**config.mk**
```make
export PLATFORM = sky130hd
export DESIGN_NAME = rx_data_arbiter
export DESIGN_NICKNAME = d
export VERILOG_FILES = /design/src/rtl/rx_pkg.sv /design/src/rtl/rx_chan_fifo.sv /design/src/rtl/rx_data_arbiter.sv
export SDC_FILE = /design/constraint.sdc
export NUM_CORES = 1
export LEC_CHECK = 0
export BUFFER_PORTS_ARGS = -buffer_cell sky130_fd_sc_hd__buf_2
export CAP_MARGIN = 20
export CELL_PAD_IN_SITES_DETAIL_PLACEMENT = 0
export CELL_PAD_IN_SITES_GLOBAL_PLACEMENT = 1
export CORE_UTILIZATION = 40
export CTS_CLUSTER_DIAMETER = 30
export DETAILED_ROUTE_END_ITERATION = 7
export GPL_TIMING_DRIVEN = 0
export PLACE_DENSITY = 0.77
export SLEW_MARGIN = 20
export SYNTH_ARGS = -nofsm -noshare
export SYNTH_HDL_FRONTEND = slang
export SYNTH_HIERARCHICAL = 1
export SYNTH_SLANG_ARGS = --single-unit
```
**constraint.sdc**
```tcl
create_clock -name clk_i -period 5 [get_ports clk_i]
set_clock_uncertainty 0.2 [all_clocks]
set_input_delay 1 -clock clk_i [delete_from_list [all_inputs] [get_ports clk_i]]
set_output_delay 1 -clock clk_i [all_outputs]
set_load 0.005 [all_outputs]
```
**src/rtl/rx_pkg.sv**
```systemverilog
// Shared constants for the receive-data arbiter: mode encodings and default width.
package rx_pkg;

  localparam logic MODE_FIXED = 1'b0;
  localparam logic MODE_RR    = 1'b1;
  localparam int   RX_DW      = 8;

  // Channel reached by stepping `step` places past `base` in an n-entry ring.
  function automatic int ring_idx(input int base, input int step, input int n);
    return (base + step) % n;
  endfunction

endpackage

```
**src/rtl/rx_chan_fifo.sv**
```systemverilog
// Per-channel synchronous FIFO. The head is read combinationally.
// Pointers carry one extra wrap bit so that full and empty can be told apart.
module rx_chan_fifo #(
  parameter int DW    = 8,
  parameter int DEPTH = 4
) (
  input  logic          clk_i,
  input  logic          rst_n,
  input  logic          push,
  input  logic          pop,
  input  logic [DW-1:0] din,
  output logic [DW-1:0] dout,
  output logic          empty,
  output logic          full
);

  localparam int AW = $clog2(DEPTH);

  logic [AW:0]   wr_ptr;
  logic [AW:0]   rd_ptr;
  logic [DW-1:0] mem [DEPTH];
  logic          do_push;
  logic          do_pop;

  assign empty = (wr_ptr == rd_ptr);
  assign full  = (wr_ptr[AW] != rd_ptr[AW]) && (wr_ptr[AW-1:0] == rd_ptr[AW-1:0]);
  assign dout  = mem[rd_ptr[AW-1:0]];

  // When the FIFO is full, a push is still accepted if the head leaves in the same cycle.
  assign do_push = push & (~full | pop);
  assign do_pop  = pop & ~empty;

  always_ff @(posedge clk_i or negedge rst_n) begin
    if (!rst_n) begin
      wr_ptr <= '0;
      rd_ptr <= '0;
    end else begin
      if (do_push) wr_ptr <= wr_ptr + 1'b1;
      if (do_pop)  rd_ptr <= rd_ptr + 1'b1;
    end
  end

  always_ff @(posedge clk_i) begin
    if (do_push) mem[wr_ptr[AW-1:0]] <= din;
  end

endmodule

```
**src/rtl/rx_data_arbiter.sv**
```systemverilog
// Merges NCH buffered receiver byte streams into one registered valid/ready stream.
// It supports fixed-select and round-robin grant modes.
module rx_data_arbiter
  import rx_pkg::*;
#(
  parameter int            NCH      = 3,
  parameter int            DW       = RX_DW,
  parameter int            DEPTH    = 4,
  parameter logic [DW-1:0] RST_DATA = 'h01,
  localparam int           CW       = $clog2(NCH)
) (
  input  logic              clk_i,
  input  logic              rst_n,
  input  logic              mode_i,
  input  logic [CW-1:0]     sel_i,
  input  logic [NCH*DW-1:0] ch_data_i,
  input  logic [NCH-1:0]    ch_done_i,
  output logic [DW-1:0]     out_data_o,
  output logic [CW-1:0]     out_ch_o,
  output logic              out_valid_o,
  input  logic              out_ready_i,
  output logic [NCH-1:0]    ovf_o,
  input  logic              ovf_clr_i
);

  logic [NCH-1:0] empty;
  logic [NCH-1:0] full;
  logic [NCH-1:0] pop;
  logic [NCH-1:0] ovf_set;
  logic [DW-1:0]  head [NCH];

  logic           gnt_vld;
  logic [CW-1:0]  gnt;
  logic [DW-1:0]  gnt_data;
  logic           free;
  logic           load;
  logic [CW-1:0]  ptr;
  int             idx;

  logic [DW-1:0]  data_p0;
  logic [CW-1:0]  ch_p0;
  logic           vld_p0;
  logic [NCH-1:0] ovf;

  for (genvar k = 0; k < NCH; k++) begin : g_ch
    rx_chan_fifo #(
      .DW    (DW),
      .DEPTH (DEPTH)
    ) u_fifo (
      .clk_i (clk_i),
      .rst_n (rst_n),
      .push  (ch_done_i[k]),
      .pop   (pop[k]),
      .din   (ch_data_i[k*DW +: DW]),
      .dout  (head[k]),
      .empty (empty[k]),
      .full  (full[k])
    );

    assign pop[k]     = load & (gnt == CW'(k));
    assign ovf_set[k] = ch_done_i[k] & full[k] & ~pop[k];
  end

  // The round-robin search runs from the farthest channel to the nearest, so the nearest non-empty channel is assigned last and wins.
  always_comb begin
    gnt_vld  = 1'b0;
    gnt      = '0;
    gnt_data = '0;
    idx      = 0;
    if (mode_i == MODE_FIXED) begin
      for (int k = 0; k < NCH; k++) begin
        if ((int'(sel_i) == k) && !empty[k]) begin
          gnt_vld  = 1'b1;
          gnt      = CW'(k);
          gnt_data = head[k];
        end
      end
    end else begin
      for (int i = NCH; i >= 1; i--) begin
        idx = ring_idx(int'(ptr), i, NCH);
        if (!empty[idx]) begin
          gnt_vld  = 1'b1;
          gnt      = CW'(idx);
          gnt_data = head[idx];
        end
      end
    end
  end

  assign free = ~vld_p0 | out_ready_i;
  assign load = free & gnt_vld;

  // Stage p0: output register
  always_ff @(posedge clk_i or negedge rst_n) begin
    if (!rst_n) begin
      data_p0 <= RST_DATA;
      ch_p0   <= '0;
      vld_p0  <= 1'b0;
    end else if (free) begin
      vld_p0 <= gnt_vld;
      if (gnt_vld) begin
        data_p0 <= gnt_data;
        ch_p0   <= gnt;
      end
    end
  end

  // The pointer moves only on round-robin loads, so fixed-mode traffic leaves the rotation where it was.
  always_ff @(posedge clk_i or negedge rst_n) begin
    if (!rst_n) begin
      ptr <= CW'(NCH - 1);
    end else if (load && (mode_i == MODE_RR)) begin
      ptr <= gnt;
    end
  end

  always_ff @(posedge clk_i or negedge rst_n) begin
    if (!rst_n) begin
      ovf <= '0;
    end else begin
      ovf <= (ovf & ~{NCH{ovf_clr_i}}) | ovf_set;
    end
  end

  assign out_data_o  = data_p0;
  assign out_ch_o    = ch_p0;
  assign out_valid_o = vld_p0;
  assign ovf_o       = ovf;

endmodule

```
==> impl_results.md, run 1 <==
* Maxcap violations at 0
* Synthesized area at 6685 um2
* Setup CP Type: reg -> reg
* Root buffer cell: clkbuf_16
* Post-synthesis mux area share at 14.32%
* Reg-to-reg endpoint: g_ch[1].u_fifo/mem[1][3]
* H-tree levels at 4
* Post-route antenna net violation count at 0
* Clk buf depth at 2
* WP data required at 4.91 ns
* Startpoint types: flip-flop
* Leak pwr at 2.897 nW
* RSZ-0062 raised after global routing: no
* Max-slew headroom at 39.79%
* Critical path origin: g_ch[0].u_fifo/rd_ptr[1]
* Seq/Total Area, Yosys at 55.89%
* Crit-path most repeated cell: buf_2
* Ys async rst share at 26.15%
* Clk sinks at 130
* Cell breakdown of the critical path: buf_2 > xor2_1 > buf_2 > nor3_2 > mux2i_1 > mux2_2 > o41ai_4 > a21oi_2 > nand3b_1 > inv_1 > buf_1 > or4_1 > and3_1
* Grt ovf at 0
* Syn nets at 551
* Die area at 17,230 um2
* Hold_sp: ovf_o[2]
* Initial DRC count at 414
* Worst min-delay path category: reg -> reg
* Netlist cell types at 53
* Crit-path max cell delay at 0.62 ns
* CTS clk-pin slew, worst paths at 0.06 ns
* Most frequent cells in the layout: 96 x edfxtp_1, 58 x buf_2, 36 x nand2_1
* Period utilisation layout at 93.92%
* Crit path DAT at 4.61 ns
* WHS Endpoint: ovf_o[2]
* Nets at 616
* Routed WL per cell at 19.18 um
* DRC errors left at 0
* Synth Area in XOR/XNOR at 2.096%
* Leading area contributor after synthesis: edfxtp_1
* Tmin final at 4.696 ns
* Diode count at 0
* WHS at 0.2890 ns
* Vias in the first global route at 4,508
* Largest family of logic cells by synthesized area: multiplexers
* Ranking of synthesized cells by area: edfxtp_1 43%, dfrtp_1 12%, mux4_2 8.1%, mux2i_1 4.0%, ha_1 3.6%
* R2R depth at 13
* Final HPWL DP at 10,460 um
* Post-synthesis simple-gate area fraction at 7.992%
* PostCTS Resize Cnt at 1
* Row count at 46
* Most common cell after layout, fill and taps aside: edfxtp_1
* DRT Pass-1 Iters at 5
* GRT Total Usage at 18.65%
* Die H at 131.3 um
* Slowest stage cell, crit path: nor3_2
* Slew of the pin with the lowest slew margin at 0.9031 ns
* Filler cells at 1,445
* #FFs+latches synth at 130
* Vias at 4,434
* Core box area at 16,120 um2
* IO buf count at 46
* Clock Latency Late Sink at 0.43 ns
* Crit. End Element: flip-flop
* Final Setup Violations at 0
* Worst r2r src: g_ch[0].u_fifo/rd_ptr[1]
* DRT Wirelength at 15,190 um
* Ys Warns at 6
* Slew Viols, Final at 0
* CTS Hold Bufs at 0
* TritonCTS clock tree: built
* Synth Area in Adders at 3.556%
* Top-area cell type share of the netlist area at 43.12%
* Power density over the cells at 721.4 nW/um2
* Critical Path Fanout Max at 10
* Initial antenna violation count at 0
* Primary FF master, synth: edfxtp_1
* Hold Path Stages at 1
* Synth Area in Compound Gates at 12.45%
* Area growth from synthesis to layout at 16.08%
* Starting density of the core at 41.48%
* CTS buffer count at 17
* R2r setup slk at 0.30 ns
* Worst VDD drop at 0.3035 mV
* Width of the die at 131.3 um
* FMAX at 213.0 MHz
* Post-CTS Setup Inserts at 0
* IO Count at 48
* Post-layout util at 48.15%
* Gp weighted congestion at 0.8507
* Via density at 5.598
* Share of layout cells above drive strength 1 at 23.78%
* Status: complete, no violations
* Syn Inst Count at 498
* Average size of a mapped cell at 13.42 um2
* Number of synthesized flops with an enable pin at 96
* Final Hold Fails at 0
* Largest net degree at the start of global routing at 35
* First-pass GRT wire length at 24,430 um
* Total Neg Setup Slack at 0 ns
[cells in the mapped netlist (all sizes together) (6+ instances only)]
| cell type | n |
|---|---|
| edfxtp | 96 |
| a21oi | 19 |
| inv | 20 |
| mux2i | 29 |
| o41ai | 7 |
| ha | 19 |
| o31ai | 6 |
| mux2 | 9 |
| nor3 | 8 |
| a31oi | 9 |
| o21ai | 13 |
| o22ai | 8 |
| mux4 | 24 |
| dfrtp | 32 |
| nor2 | 30 |
| a22oi | 8 |
| o211ai | 19 |
| o21a | 7 |
| buf | 25 |
| or4 | 6 |
| nand2 | 36 |
| and3 | 11 |
| xor2 | 9 |
| xnor2 | 7 |
[stage by stage]
stage	cells	worst slack (ns)	power, mW	instance area, um2
2_1_floorplan	498	0.9631	3.673	6685
3_3_place_gp	760	0.01179	4.295	7186
3_5_place_dp	760	-0.06452	4.388	7186
4_1_cts	792	0.2326	5.599	7755
5_1_grt	792	0.1257	5.940	7760
6_report	792	0.3041	5.598	7760
[area by class of cell]
| cell class | instances | area, um2 | share of cell area [%] |
|---|---|---|---|
| multi-input combinational | 317 | 2711 | 34.94 |
| tap | 216 | 270.3 | 3.483 |
| buffer | 30 | 168.9 | 2.177 |
| timing repair buffer | 46 | 230.2 | 2.967 |
| inverter | 21 | 78.83 | 1.016 |
| clock buffer | 21 | 450.4 | 5.805 |
| clock inverter | 11 | 113.9 | 1.467 |
| sequential | 130 | 3736 | 48.15 |
[critical path: cells and delay by family, from the launching register on]
kind,cells,cell delay [ns]
mux,2,0.65
compound gates,2,0.49
xor+xnor,1,0.21
buf+inv,4,0.68
simple gates,4,1.78
flops,1,0.38
[power by group]
part	internal, mW	leakage (nW)	switching (mW)
registers	1.50	1.28	0.175
clock network	0.740	0.278	0.448
logic	1.09	1.33	1.64
total	3.33	2.90	2.26
[worst max-delay path by stage]
stage          cells after the start  slack, ns                  endpoint
4_1_cts                           13       0.23  g_ch[1].u_fifo/mem[1][4]
2_1_floorplan                     12       0.96  g_ch[0].u_fifo/mem[0][0]
3_3_place_gp                      13       0.01  g_ch[1].u_fifo/mem[0][5]
6_report                          13       0.30  g_ch[1].u_fifo/mem[1][3]
3_5_place_dp                      13      -0.06  g_ch[1].u_fifo/mem[1][4]
5_1_grt                           13       0.13  g_ch[1].u_fifo/mem[1][4]
[registers in the layout (all words and copies together) (netlist names)]
name	flops
g_ch.u_fifo/mem	96
g_ch.u_fifo/rd_ptr	9
g_ch.u_fifo/wr_ptr	9
out_data_o	8
ovf_o	3
out_ch_o	2
ptr	2
out_valid_o	1
[layer usage]
layer	vias up	GRT usage [%]	part of all wire, %
li1	2059	-	-
met1	2208	23.88	45
met2	127	29.85	48
met3	40	4.321	4.5
met4	0	9.044	3.2
met5	-	0	0
[kinds of logic after synthesis]
group | Yosys count
compound gates | 112
fa+ha+maj | 19
flops | 130
mux | 62
simple gates | 108
buf+inv | 51
xor+xnor | 16
(Power assumes the default switching activity.)
==> inputs of run 2 (changes only) <==
CORE_MARGIN = 10   (was not set)
TNS_END_PERCENT = 30   (was not set)
==> run 2 against run 1 <==
Against the previous run:
- sequential share of layout area increased by 0.18 points
- first-iteration DRC count decreased by 39%
- fmax is essentially flat
- wire length increased by 0.45%
- critical endpoint is now g_ch[1].u_fifo/mem[0][7]
- largest power group unchanged
- sequential power barely moved
- largest cell class unchanged
==> impl_results.md, run 2 (same netlist as run 1, synthesis figures left out) <==
* Total Neg Setup Slack at 0 ns (unchanged)
* Status: complete, no violations (unchanged)
* Clk sinks at 130 (unchanged)
* Core box area at 16,470 um2 (was 16,120 um2)
* Tmin final at 4.695 ns (was 4.696 ns)
* CTS Hold Bufs at 0 (unchanged)
* Startpoint types: flip-flop (unchanged)
* Row count at 47 (was 46)
* IO Count at 48 (unchanged)
* Slew Viols, Final at 0 (unchanged)
* Critical Path Fanout Max at 10 (unchanged)
* First-pass GRT wire length at 24,380 um (was 24,430 um)
* Power density over the cells at 711.8 nW/um2 (was 721.4 nW/um2)
* Most frequent cells in the layout: 96 x edfxtp_1, 58 x buf_2, 36 x nand2_1 (unchanged)
* Filler cells at 1,458 (was 1,445)
* Worst min-delay path category: reg -> reg (unchanged)
* GRT Total Usage at 14.16% (was 18.65%)
* Clk buf depth at 2 (unchanged)
* Nets at 616 (unchanged)
* Crit. End Element: flip-flop (unchanged)
* CTS buffer count at 17 (unchanged)
* RSZ-0062 raised after global routing: no (unchanged)
* PostCTS Resize Cnt at 1 (unchanged)
* Final Hold Fails at 0 (unchanged)
* WP data required at 4.92 ns (was 4.91 ns)
* Via density at 5.530 (was 5.598)
* Leak pwr at 2.859 nW (was 2.897 nW)
* Width of the die at 149.3 um (was 131.3 um)
* Period utilisation layout at 93.91% (was 93.92%)
* Final Setup Violations at 0 (unchanged)
* Setup CP Type: reg -> reg (unchanged)
* Vias at 4,402 (was 4,434)
* TritonCTS clock tree: built (unchanged)
* Final HPWL DP at 10,960 um (was 10,460 um)
* Post-route antenna net violation count at 0 (unchanged)
* Register share of total power at 30.5% (was 30.0%)
* DRT Wirelength at 15,260 um (was 15,190 um)
* Initial DRC count at 253 (was 414)
* Routed WL per cell at 19.17 um (was 19.18 um)
* Die H at 149.3 um (was 131.3 um)
* Area growth from synthesis to layout at 15.65% (was 16.08%)
* DRC errors left at 0 (unchanged)
* Int Pwr at 3.228 mW (was 3.335 mW)
* Max-slew headroom at 28.38% (was 39.79%)
* Share of layout cells above drive strength 1 at 24.13% (was 23.78%)
* Most common cell after layout, fill and taps aside: edfxtp_1 (unchanged)
* Combinational Power Share at 49.4% (was 48.8%)
* Psw at 2.275 mW (was 2.263 mW)
* Vias in the first global route at 4,633 (was 4,508)
* Worst VDD drop at 0.3409 mV (was 0.3035 mV)
* Clock Latency Late Sink at 0.42 ns (was 0.43 ns)
* Maxcap violations at 0 (unchanged)
* Clk network pwr share at 20.1% (was 21.2%)
* Post-CTS Setup Inserts at 0 (unchanged)
* Initial antenna violation count at 0 (unchanged)
* Sw Ratio at 41.34% (was 40.42%)
* Gp weighted congestion at 0.8596 (was 0.8507)
* Largest net degree at the start of global routing at 35 (unchanged)
* Root buffer cell: clkbuf_16 (unchanged)
* Crit path DAT at 4.62 ns (was 4.61 ns)
* DRT Pass-1 Iters at 5 (unchanged)
* IO buf count at 46 (unchanged)
* WHS at 0.2955 ns (was 0.2890 ns)
* Max FFs per register at 96 (unchanged)
* CTS clk-pin slew, worst paths at 0.06 ns (about the same)
* Die area at 22,280 um2 (was 17,230 um2)
* Grt ovf at 0 (unchanged)
* Diode count at 0 (unchanged)
* Slew of the pin with the lowest slew margin at 1.066 ns (was 0.9031 ns)
* H-tree levels at 4 (unchanged)
* FMAX at 213.0 MHz (about the same)
* Starting density of the core at 40.60% (was 41.48%)
==> run 2: layout make-up <==
type	instances	area [um2]	share of cell area, %
inverters	21	78.83	1.020
clock inverters	14	106.4	1.376
flip-flops and latches	130	3736	48.32
well taps	220	275.3	3.560
multi-input cells	317	2706	35.01
plain buffers	30	168.9	2.185
repair buffers	46	230.2	2.978
clock buffers	18	429.2	5.551
==> run 2: power by group through the flow <==
stage,registers (mW),clock network [mW],logic (mW)
2_1_floorplan,1.65,0,2.02
3_3_place_gp,1.68,0,2.61
3_5_place_dp,1.70,0,2.70
4_1_cts,1.68,1.12,2.72
5_1_grt,1.71,1.18,2.99
6_report,1.68,1.11,2.72
==> run 2: path summary, 6_finish.rpt <==
kind / slack (ns) / to / cells after the start / from
max: 0.30 / g_ch[1].u_fifo/mem[0][7] / 13 / g_ch[2].u_fifo/rd_ptr[1]
min: 0.30 / ovf_o[2] / 1 / ovf_o[2]
max reg2reg: 0.30 / g_ch[1].u_fifo/mem[0][7] / 13 / g_ch[2].u_fifo/rd_ptr[1]
min reg2reg: 0.30 / ovf_o[2] / 1 / ovf_o[2]
max in group asynchronous: 3.55 / g_ch[2].u_fifo/wr_ptr[2] / 1 / rst_n
min in group asynchronous: 0.48 / g_ch[0].u_fifo/wr_ptr[1] / 1 / rst_n
==> run 2: critical path, stage by stage, from the launching register on <==
cell and delay, ns:
dfrtp_1 0.39, buf_6 0.16, xor2_1 0.17, buf_2 0.18
nor3_1 0.82, nand2b_1 0.26, mux2_2 0.36, o41ai_4 0.34
a21oi_2 0.11, nand3b_1 0.19, inv_1 0.06, buf_1 0.20
or4_1 0.60, and3_1 0.36
==> run 2: through the flow <==
step	setup WS [ns]	area (um2)	cells	util [%]	power (mW)
floorplan	0.9631	6685	498	-	3.673
global placement	0.07163	7191	764	43.67	4.295
detailed placement	0.01403	7191	764	43.67	4.406
CTS	0.3173	7731	796	46.95	5.527
global route	0.04164	7731	796	46.95	5.872
finish	0.3045	7731	796	46.95	5.503
==> run 2: per-layer routing <==
metal | vias up | GRT usage, % | share of wire (%)
met3 | 33 | 3.398 | 4.5
met1 | 2202 | 17.32 | 42
li1 | 2051 | - | -
met5 | - | 0 | 0
met4 | 0 | 7.213 | 3.2
met2 | 116 | 22.89 | 50
==> inputs of run 3 (changes only) <==
CAP_MARGIN = 5   (was 20)
CTS_BUF_LIST = sky130_fd_sc_hd__clkbuf_4   (was not set)
==> run 3 against run 2 <==
Against the previous run:
- global-route usage decreased by 0.089 points
- clock-buffer cell count unchanged
- hold slack improved by 0.016 ns
- via count increased by 0.30%
- sequential power about the same
- non-clock buffer count unchanged
- clock power decreased by 45%
- critical path type unchanged
- highest routed layer unchanged
==> impl_results.md, run 3 (same netlist as run 1, synthesis figures left out) <==
* TritonCTS clock tree: built (unchanged)
* Critical Path Fanout Max at 10 (unchanged)
* Width of the die at 149.3 um (unchanged)
* Most common cell after layout, fill and taps aside: edfxtp_1 (unchanged)
* Routed WL per cell at 19.10 um (was 19.17 um)
* Met1 Wirelength at 6475 um (was 6407 um)
* Initial antenna violation count at 1 (was 0)
* Crit. End Element: flip-flop (unchanged)
* Max FFs per register at 96 (unchanged)
* RSZ-0062 raised after global routing: no (unchanged)
* Clk sinks at 130 (unchanged)
* Vias in the first global route at 4,609 (was 4,633)
* Setup CP Type: reg -> reg (unchanged)
* Gp weighted congestion at 0.8596 (unchanged)
* Crit-path max cell delay at 0.81 ns (was 0.82 ns)
* IO Count at 48 (unchanged)
* Final HPWL DP at 10,960 um (unchanged)
* Slew Viols, Final at 0 (unchanged)
* Worst r2r src: g_ch[2].u_fifo/rd_ptr[1] (unchanged)
* Root buffer cell: clkbuf_4 (was clkbuf_16)
* Post-route antenna net violation count at 0 (unchanged)
* Clock Latency Late Sink at 0.54 ns (was 0.42 ns)
* Detail Route met3 WL at 691 um (was 688 um)
* CTS buffer count at 17 (unchanged)
* Maxcap violations at 0 (unchanged)
* Largest net degree at the start of global routing at 35 (unchanged)
* Vias at 4,415 (was 4,402)
* WP data required at 5.04 ns (was 4.92 ns)
* Power density over the cells at 671.4 nW/um2 (was 711.8 nW/um2)
* Slowest stage cell, crit path: nor3_1 (unchanged)
* Crit path DAT at 4.75 ns (was 4.62 ns)
* Nets at 616 (unchanged)
* R2R depth at 13 (unchanged)
* Starting density of the core at 40.60% (unchanged)
* Area growth from synthesis to layout at 11.29% (was 15.65%)
* Worst min-delay path category: reg -> reg (unchanged)
* Row count at 47 (unchanged)
* Hold Path Stages at 1 (unchanged)
* Cell breakdown of the critical path: buf_6 > xor2_1 > buf_2 > nor3_1 > nand2b_1 > mux2_2 > o41ai_4 > a21oi_2 > nand3b_1 > inv_1 > buf_1 > or4_1 > and3_1 (unchanged)
* Post-CTS Setup Inserts at 0 (unchanged)
* Via density at 5.540 (was 5.530)
* Status: complete, no violations (unchanged)
* Top sig layer: met4 (unchanged)
* Total Neg Setup Slack at 0 ns (unchanged)
* Buf/Inv on CP at 4 (unchanged)
* Die area at 22,280 um2 (unchanged)
* Setup WS post-layout at 0.2849 ns (was 0.3045 ns)
* Clk buf depth at 2 (unchanged)
* Slew of the pin with the lowest slew margin at 1.057 ns (was 1.066 ns)
* Final Setup Violations at 0 (unchanged)
* H-tree levels at 4 (unchanged)
* Initial DRC count at 271 (was 253)
* Max-slew headroom at 28.98% (was 28.38%)
* Instance count on the critical path at 13 (unchanged)
* WHS Endpoint: ovf_o[2] (unchanged)
* Top delay family on crit path: simple AND/OR/NAND/NOR gates (unchanged)
* CTS clk-pin slew, worst paths at 0.13 ns (was 0.06 ns)
* Most frequent cells in the layout: 96 x edfxtp_1, 58 x buf_2, 36 x nand2_1 (unchanged)
* Die H at 149.3 um (unchanged)
* Period utilisation layout at 94.30% (was 93.91%)
* First-pass GRT wire length at 24,230 um (was 24,380 um)
* Grt ovf at 0 (unchanged)
* Core box area at 16,470 um2 (unchanged)
* Tmin final at 4.715 ns (was 4.695 ns)
* Share of layout cells above drive strength 1 at 24.31% (was 24.13%)
* Startpoint types: flip-flop (unchanged)
* Leak pwr at 2.732 nW (was 2.859 nW)
* Filler cells at 1,500 (was 1,458)
* FMAX at 212.1 MHz (was 213.0 MHz)
* GRT Total Usage at 14.07% (was 14.16%)
* Setup WS pre-CTS at 0.01403 ns (unchanged)
* R2r setup slk at 0.28 ns (was 0.30 ns)
* DRT Wirelength at 15,220 um (was 15,260 um)
* Met2 WL post-DR at 7608 um (was 7670 um)
* Post-layout util at 45.18% (was 46.95%)
* DRC errors left at 0 (unchanged)
* Final Hold Fails at 0 (unchanged)
* DRT Pass-1 Iters at 5 (unchanged)
* Hold_sp: ovf_o[2] (unchanged)
* Critical path origin: g_ch[2].u_fifo/rd_ptr[1] (unchanged)
* IO buf count at 46 (unchanged)
* Reg-to-reg endpoint: g_ch[1].u_fifo/mem[0][7] (unchanged)
* Worst VDD drop at 0.3272 mV (was 0.3409 mV)
-- run 3: cell types whose count changed in the layout (fill, tap and decap cells not counted), sizes merged --
cell   previous run  this run
diode             0         1
-- run 3: repair_timing --
action	CTS	global route
setup endpoints to repair	33	0
gates resized for setup	1	0
hold endpoints to repair	0	0
hold buffers	0	0
-- run 3: power by group --
group	internal [mW]	switching, mW
logic	1.09	1.62
clock network	0.205	0.404
registers	1.50	0.174
total	2.79	2.20
-- run 3: stage by stage --
step                      std cells  hold WS (ns)  total power, mW  area (um2)
after floorplan                 498        0.2783            3.673        6685
after global placement          764        0.2904            4.295        7191
after detailed placement        764        0.2902            4.406        7191
after CTS                       796        0.3219            5.028        7437
after global routing            797        0.3398            5.370        7440
final                           797        0.3118            4.995        7440
-- run 3: worst max-delay path by stage --
stage / end / slack, ns
floorplan: g_ch[0].u_fifo/mem[0][0] / 0.96
global placement: g_ch[1].u_fifo/mem[2][4] / 0.07
CTS: g_ch[1].u_fifo/mem[0][7] / 0.29
global route: g_ch[1].u_fifo/mem[0][7] / 0.02
finish: g_ch[1].u_fifo/mem[0][7] / 0.28
detailed placement: g_ch[1].u_fifo/mem[0][2] / 0.01
-- run 3: per-layer routing --
metal / global-route usage, % / vias to the layer above
li1: - / 2058
met1: 17.17 / 2217
met2: 22.89 / 113
met5: 0 / -
met4: 6.771 / 0
met3: 3.489 / 27
-- run 3: cell type report --
type / instances / area (um2) / share of cell area [%]
diodes: 1 / 2.502 / 0.03364
inverters: 21 / 78.83 / 1.060
plain buffers: 30 / 168.9 / 2.270
clock inverters: 14 / 106.4 / 1.430
well taps: 220 / 275.3 / 3.700
clock buffers: 18 / 135.1 / 1.816
flip-flops and latches: 130 / 3736 / 50.22
repair buffers: 46 / 230.2 / 3.095
multi-input cells: 317 / 2706 / 36.38
-- run 3: worst register-to-register path: stages (launching register included) --
cell	delay, ns
dfrtp_1	0.41
buf_6	0.16
xor2_1	0.17
buf_2	0.18
nor3_1	0.81
nand2b_1	0.26
mux2_2	0.36
o41ai_4	0.34
a21oi_2	0.11
nand3b_1	0.19
inv_1	0.06
buf_1	0.20
or4_1	0.60
and3_1	0.36
